**src/rtl/div_pkg.sv**
```systemverilog
// Shared definitions for the sequential divider: FSM state encoding and default width.
package div_pkg;

  localparam int unsigned DIV_WIDTH = 32;

  typedef enum logic [1:0] {
    IDLE = 2'd0,
    CALC = 2'd1,
    FIX  = 2'd2,
    DONE = 2'd3
  } div_state_t;

endpackage

```
**src/rtl/div_negate.sv**
```systemverilog
// Conditional two's-complement negate, used for operand magnitudes and result sign fixing.
module div_negate #(
  parameter int unsigned WIDTH = 32
) (
  input  logic             neg,
  input  logic [WIDTH-1:0] din,
  output logic [WIDTH-1:0] dout
);

  assign dout = neg ? (~din + WIDTH'(1)) : din;

endmodule

```
**src/rtl/seq_divider.sv**
```systemverilog
// Multi-cycle radix-2 restoring divider with MIPS DIV/DIVU semantics (truncating quotient,
// remainder carries the dividend sign).
module seq_divider
  import div_pkg::*;
#(
  parameter int unsigned WIDTH     = DIV_WIDTH,
  parameter int unsigned SIGNED_EN = 1
) (
  input  logic             clk,
  input  logic             rst,
  input  logic             div_start,
  input  logic             is_signed,
  input  logic [WIDTH-1:0] dividend,
  input  logic [WIDTH-1:0] divisor,
  output logic             busy,
  output logic             div_end,
  output logic             div_by_zero,
  output logic [WIDTH-1:0] hi,
  output logic [WIDTH-1:0] lo
);

  localparam int unsigned CW = $clog2(WIDTH);

  div_state_t state, state_n;

  logic [WIDTH-1:0] quo;
  logic [WIDTH-1:0] rem;
  logic [WIDTH-1:0] dvsr;
  logic [CW-1:0]    cnt;
  logic             sign_q;
  logic             sign_r;

  logic             sgn_c;
  logic             dvd_neg_c;
  logic             dvs_neg_c;
  logic             dvs_zero_c;
  logic [WIDTH-1:0] dvd_mag_c;
  logic [WIDTH-1:0] dvs_mag_c;
  logic [WIDTH-1:0] quo_fix_c;
  logic [WIDTH-1:0] rem_fix_c;
  logic [WIDTH:0]   shifted_c;
  logic [WIDTH-1:0] diff_c;
  logic             ge_c;

  assign sgn_c      = (SIGNED_EN != 0) && is_signed;
  assign dvd_neg_c  = sgn_c && dividend[WIDTH-1];
  assign dvs_neg_c  = sgn_c && divisor[WIDTH-1];
  assign dvs_zero_c = (divisor == '0);

  div_negate #(.WIDTH(WIDTH)) u_neg_dvd (.neg(dvd_neg_c), .din(dividend),  .dout(dvd_mag_c));
  div_negate #(.WIDTH(WIDTH)) u_neg_dvs (.neg(dvs_neg_c), .din(divisor),   .dout(dvs_mag_c));
  div_negate #(.WIDTH(WIDTH)) u_neg_quo (.neg(sign_q),    .din(quo),       .dout(quo_fix_c));
  div_negate #(.WIDTH(WIDTH)) u_neg_rem (.neg(sign_r),    .din(rem),       .dout(rem_fix_c));

  // Partial remainder is WIDTH+1 bits; when the trial subtract succeeds the difference
  // is below the divisor, so the low WIDTH bits of the modular subtract are exact.
  assign shifted_c = {rem, quo[WIDTH-1]};
  assign ge_c      = (shifted_c >= {1'b0, dvsr});
  assign diff_c    = shifted_c[WIDTH-1:0] - dvsr;

  always_ff @(posedge clk or posedge rst) begin
    if (rst) state <= IDLE;
    else     state <= state_n;
  end

  always_comb begin
    state_n = state;
    case (state)
      IDLE:    if (div_start) state_n = dvs_zero_c ? DONE : CALC;
      CALC:    if (cnt == CW'(WIDTH - 1)) state_n = FIX;
      FIX:     state_n = DONE;
      DONE:    state_n = IDLE;
      default: state_n = IDLE;
    endcase
  end

  // Datapath and registered status outputs
  always_ff @(posedge clk or posedge rst) begin
    if (rst) begin
      busy        <= 1'b0;
      div_end     <= 1'b0;
      div_by_zero <= 1'b0;
      hi          <= '0;
      lo          <= '0;
      quo         <= '0;
      rem         <= '0;
      dvsr        <= '0;
      cnt         <= '0;
      sign_q      <= 1'b0;
      sign_r      <= 1'b0;
    end else begin
      busy    <= (state_n == CALC) || (state_n == FIX);
      div_end <= (state == DONE);
      case (state)
        IDLE: begin
          if (div_start) begin
            if (dvs_zero_c) begin
              div_by_zero <= 1'b1;
            end else begin
              div_by_zero <= 1'b0;
              quo         <= dvd_mag_c;
              dvsr        <= dvs_mag_c;
              rem         <= '0;
              cnt         <= '0;
              sign_q      <= dvd_neg_c ^ dvs_neg_c;
              sign_r      <= dvd_neg_c;
            end
          end
        end
        CALC: begin
          quo <= {quo[WIDTH-2:0], ge_c};
          rem <= ge_c ? diff_c : shifted_c[WIDTH-1:0];
          cnt <= cnt + CW'(1);
        end
        FIX: begin
          lo <= quo_fix_c;
          hi <= rem_fix_c;
        end
        default: ;
      endcase
    end
  end

endmodule

```
**config.mk**
```make
export PLATFORM = sky130hd
export DESIGN_NAME = seq_divider
export DESIGN_NICKNAME = d
export VERILOG_FILES = /design/src/rtl/div_pkg.sv /design/src/rtl/div_negate.sv /design/src/rtl/seq_divider.sv
export SDC_FILE = /design/constraint.sdc
export NUM_CORES = 1
export LEC_CHECK = 0
export ABC_AREA = 1
export BUFFER_PORTS_ARGS = -buffer_cell sky130_fd_sc_hd__buf_2
export CAP_MARGIN = 20
export CORE_MARGIN = 2
export CORE_UTILIZATION = 40
export DETAILED_ROUTE_END_ITERATION = 8
export GPL_TIMING_DRIVEN = 0
export SLEW_MARGIN = 0
export SYNTH_ARGS = -nofsm -noshare
export SYNTH_HDL_FRONTEND = slang
export SYNTH_HIERARCHICAL = 1
export SYNTH_SLANG_ARGS = --single-unit
```
**constraint.sdc**
```tcl
create_clock -name clk -period 9.67 [get_ports clk]
set_input_delay 0.967 -clock clk [delete_from_list [all_inputs] [get_ports clk]]
set_output_delay 0.967 -clock clk [all_outputs]
set_load 0.01 [all_outputs]
```
==> flow_summary.html <==
<table>
<tr><th>Metric</th><th>Value</th></tr>
<tr><th colspan="2">Finish</th></tr>
<tr><td>Fin area</td><td>0.0164 sq mm</td></tr>
<tr><td>Area growth syn-to-layout</td><td>12.7%</td></tr>
<tr><td>Fill cell count</td><td>3810</td></tr>
<tr><td>Antenna cells</td><td>0</td></tr>
<tr><td>Fraction of layout cells with a size suffix above 1</td><td>16.8%</td></tr>
<tr><td>Final net count</td><td>2485</td></tr>
<tr><td>Share of the core filled with cells</td><td>45.9%</td></tr>
<tr><th colspan="2">Routing</th></tr>
<tr><td>Post-detailed-route via-to-cell ratio</td><td>4.90</td></tr>
<tr><td>Remaining design rule violation count</td><td>0</td></tr>
<tr><td>Detail Route Antenna Nets</td><td>0</td></tr>
<tr><td>Iteration-0 DRC Markers</td><td>896</td></tr>
<tr><td>Detail-routed net length per standard cell</td><td>15.5 microns</td></tr>
<tr><td>Detailed-route via count</td><td>14000</td></tr>
<tr><td>Total Routed Length</td><td>44100 microns</td></tr>
<tr><td>Drt first pass iters</td><td>5</td></tr>
<tr><th colspan="2">STA</th></tr>
<tr><td>Worst slew margin relative to its limit</td><td>59.9%</td></tr>
<tr><td>Minimum hold slack</td><td>485 ps</td></tr>
<tr><td>Transition time of the tightest slew-check pin</td><td>601 ps</td></tr>
<tr><td>Final setup vio count</td><td>0</td></tr>
<tr><td>Clock skew after layout</td><td>21.2 ps</td></tr>
<tr><td>TNS Setup</td><td>0 ps</td></tr>
<tr><td>Highest achievable clock rate</td><td>0.387 GHz</td></tr>
<tr><td>RSZ-0062 raised after global routing</td><td>false</td></tr>
<tr><td>Shortest clock period the worst path allows after layout</td><td>2580 ps</td></tr>
<tr><td>Final-report hold violation count</td><td>0</td></tr>
<tr><td>Share of the cycle needed by the critical path after routing</td><td>26.7%</td></tr>
<tr><td>Final Slew Violations</td><td>0</td></tr>
<tr><th colspan="2">Flow run</th></tr>
<tr><td>Max capacitance violation total</td><td>0</td></tr>
<tr><th colspan="2">Yosys</th></tr>
<tr><td>Register area share after synthesis</td><td>29.6%</td></tr>
<tr><td>Total standard cell area after synthesis</td><td>0.0145 sq mm</td></tr>
<tr><td>Yosys top cell area share</td><td>29.6%</td></tr>
<tr><td>Net count after synthesis</td><td>2331</td></tr>
<tr><td>Total of flip-flops plus latches after synthesis</td><td>172</td></tr>
<tr><td>Dominant cells by area after synthesis</td><td>sky130_fd_sc_hd__dfrtp_1, sky130_fd_sc_hd__nand2_1, sky130_fd_sc_hd__inv_1, sky130_fd_sc_hd__nor2_1, sky130_fd_sc_hd__nand3_1</td></tr>
<tr><td>Yosys warnings</td><td>6</td></tr>
<tr><td>Most common library cells after synthesis</td><td>sky130_fd_sc_hd__nand2_1, sky130_fd_sc_hd__inv_1, sky130_fd_sc_hd__nor2_1</td></tr>
<tr><td>Syn_area_per_cell</td><td>6.53 sq um</td></tr>
<tr><td>Count of flip-flops with a built-in enable after synthesis</td><td>0</td></tr>
<tr><td>Post-Syn Instances</td><td>2224</td></tr>
<tr><td>FFs w/ async S/R, synth</td><td>100%</td></tr>
<tr><td>Count of cell types in the netlist</td><td>39</td></tr>
<tr><td>Post-synth top area cell</td><td>sky130_fd_sc_hd__dfrtp_1</td></tr>
<tr><td>Most common cell in the synthesized netlist</td><td>sky130_fd_sc_hd__nand2_1</td></tr>
<tr><td>Post-synth top flop</td><td>sky130_fd_sc_hd__dfrtp_1</td></tr>
<tr><th colspan="2">GRT</th></tr>
<tr><td>Pin count of the biggest net entering global routing</td><td>119</td></tr>
<tr><td>Total global routing track utilization</td><td>23.9%</td></tr>
<tr><td>First-pass GRT wire length</td><td>71400 microns</td></tr>
<tr><td>Via count of the first global-routing pass</td><td>13300</td></tr>
<tr><td>Number of antenna violations at the first check in global routing</td><td>0</td></tr>
<tr><td>Overflow left after global routing</td><td>0</td></tr>
<tr><th colspan="2">Pwr</th></tr>
<tr><td>Total chip power</td><td>6.19 mW</td></tr>
<tr><td>Power density relative to cell area</td><td>378 mW/mm^2</td></tr>
<tr><td>Reported leakage power</td><td>8.42 nW</td></tr>
<tr><td>Worst VDD drop</td><td>0.000168 V</td></tr>
<tr><th colspan="2">Die</th></tr>
<tr><td>Number of placed I/O pins</td><td>135</td></tr>
<tr><td>Vertical die dimension</td><td>195 microns</td></tr>
<tr><td>Total Die Area</td><td>0.0378 sq mm</td></tr>
<tr><td>Chip width</td><td>195 microns</td></tr>
<tr><td>Initial standard-cell utilization of the core</td><td>40.7%</td></tr>
<tr><td>Core Rows</td><td>69</td></tr>
<tr><td>Core Region</td><td>0.0357 sq mm</td></tr>
<tr><th colspan="2">Outcome</th></tr>
<tr><td>Result of the run</td><td>completed</td></tr>
<tr><th colspan="2">Clock network</th></tr>
<tr><td>H-Tree Depth</td><td>4</td></tr>
<tr><td>Number of buffers added for setup after CTS</td><td>0</td></tr>
<tr><td>CTS resizes</td><td>0</td></tr>
<tr><td>Cell chosen for the clock root</td><td>sky130_fd_sc_hd__clkbuf_16</td></tr>
<tr><td>Clock buffers created by TritonCTS</td><td>17</td></tr>
<tr><td>Clock tree from TritonCTS</td><td>built</td></tr>
<tr><td>Number of buffers inserted by hold repair at cts</td><td>0</td></tr>
<tr><td>Worst-skew pair later-pin latency</td><td>450 ps</td></tr>
<tr><td>Max Root-Sink Buffers</td><td>2</td></tr>
<tr><td>Clock transition at the registers of the reported paths</td><td>80 ps</td></tr>
<tr><td>Number of clock sinks</td><td>172</td></tr>
<tr><th colspan="2">Worst hold path</th></tr>
<tr><td>Hold WC Path Type</td><td>flip-flop to flip-flop</td></tr>
<tr><th colspan="2">Setup path</th></tr>
<tr><td>Highest net fanout along the worst path</td><td>10</td></tr>
<tr><td>Endpoint kind of the worst setup timing path</td><td>flip-flop</td></tr>
<tr><td>Worst endpoint required time</td><td>10000 ps</td></tr>
<tr><td>Endpoint arrival time on the critical path</td><td>2910 ps</td></tr>
<tr><td>Worst reg-to-reg setup slack</td><td>7090 ps</td></tr>
<tr><td>Critical setup path kind</td><td>flip-flop to flip-flop</td></tr>
<tr><td>Kind of start point of the critical path</td><td>flip-flop</td></tr>
<tr><th colspan="2">Place</th></tr>
<tr><td>Count of port buffers added during placement</td><td>134</td></tr>
<tr><td>Total half-perimeter wirelength after legalization and detailed placement</td><td>36700 microns</td></tr>
<tr><td>RePlAce Congestion</td><td>0.969</td></tr>
<tr><td>Cell Area, Placed</td><td>0.0158 sq mm</td></tr>
</table>
==> metal layers <==
metal | wire, microns | track usage [%]
met1 | 22500 | 34.9
met3 | 1660 | 2.46
met5 | 0 | 0
met4 | 1090 | 7.38
met2 | 18800 | 37.2
==> path summary, 6_finish.rpt <==
check	from	to	cells after the start
worst max-delay path	rem[20]$_DFFE_PP0P_	rem[26]$_DFFE_PP0P_	13
min in group asynchronous	rst	rem[30]$_DFFE_PP0P_	2
worst min register to register	cnt[4]$_DFFE_PP0P_	cnt[4]$_DFFE_PP0P_	2
worst max register to register	rem[20]$_DFFE_PP0P_	rem[26]$_DFFE_PP0P_	13
max in group asynchronous	rst	lo[23]$_DFFE_PP0N_	3
worst min-delay path	cnt[4]$_DFFE_PP0P_	cnt[4]$_DFFE_PP0P_	2
==> through the flow <==
step / cells / setup slack [ps]
after floorplan: 2224 / 4040
after global placement: 2819 / 2070
after detailed placement: 2820 / 7000
after CTS: 2850 / 7170
after global routing: 2850 / 6950
final: 2850 / 7090
==> final cells by class <==
cell class	count	area, sq um	area share, %
inverter	305	1170	7.16
multi-input combinational	1689	8690	53.1
sequential	172	4300	26.3
timing repair buffer	135	698	4.27
clock inverter	10	109	0.665
buffer	58	359	2.19
clock buffer	20	457	2.79
tap	461	577	3.52
==> where the power goes <==
part,switching (mW),internal [mW]
Clock,0.315,0.372
Sequential,0.371,1.07
Combinational,2.56,1.49
==> cells in the final DEF (no fill, tap or decap), types with 3 or more instances in the layout <==
master                      count
sky130_fd_sc_hd__nor2_1       235
sky130_fd_sc_hd__o21ai_1       37
sky130_fd_sc_hd__o21ai_2       21
sky130_fd_sc_hd__buf_2        157
sky130_fd_sc_hd__nand2_4        5
sky130_fd_sc_hd__o21ai_0       96
sky130_fd_sc_hd__clkbuf_16     17
sky130_fd_sc_hd__clkinv_1       5
sky130_fd_sc_hd__and2_1         5
sky130_fd_sc_hd__nand3_1      149
sky130_fd_sc_hd__buf_4          8
sky130_fd_sc_hd__nor2_8         4
sky130_fd_sc_hd__o21bai_1       3
sky130_fd_sc_hd__inv_2          6
sky130_fd_sc_hd__inv_1        289
sky130_fd_sc_hd__nand2_2       22
sky130_fd_sc_hd__nand3b_1      21
sky130_fd_sc_hd__nand2_1      795
sky130_fd_sc_hd__dfrtp_1      172
sky130_fd_sc_hd__nor2_4        30
sky130_fd_sc_hd__inv_8          3
sky130_fd_sc_hd__xnor2_1       49
sky130_fd_sc_hd__a21oi_1       27
sky130_fd_sc_hd__inv_6          7
sky130_fd_sc_hd__xor2_1        22
sky130_fd_sc_hd__buf_6         11
sky130_fd_sc_hd__ha_1          38
sky130_fd_sc_hd__clkbuf_1      15
sky130_fd_sc_hd__nor2_2        35
sky130_fd_sc_hd__mux2_2        64
sky130_fd_sc_hd__nand4_1       21
==> worst max-delay path, cell delays in order, from the launching register on <==
cell                      delay [ps]
sky130_fd_sc_hd__dfrtp_1         520
sky130_fd_sc_hd__ha_1            500
sky130_fd_sc_hd__nand2_1         140
sky130_fd_sc_hd__nor2_1          200
sky130_fd_sc_hd__nand2_1         100
sky130_fd_sc_hd__nor2_1          170
sky130_fd_sc_hd__nand2_1          90
sky130_fd_sc_hd__nand2_2          90
sky130_fd_sc_hd__nor2_4           60
sky130_fd_sc_hd__nand2_4         120
sky130_fd_sc_hd__buf_6           170
sky130_fd_sc_hd__nand3_1         150
sky130_fd_sc_hd__nand2_1         100
sky130_fd_sc_hd__nand2_1          50
==> registers in the layout, indices dropped and copies added (netlist names), 2 cells and up <==
signal	cells
lo	32
hi	32
state	2
rem	32
dvsr	32
quo	32
cnt	5
==> logic make-up after synthesis <==
family	synth area share [%]
AOI/OAI and AO/OA	7.14
xor gates and xnor gates	4.28
adders and majority gates	3.41
buffers and inverters	10.5
DFF	29.6
muxes	4.96
and+or+nand+nor	40.1
Power figures use the tool's default switching activity.
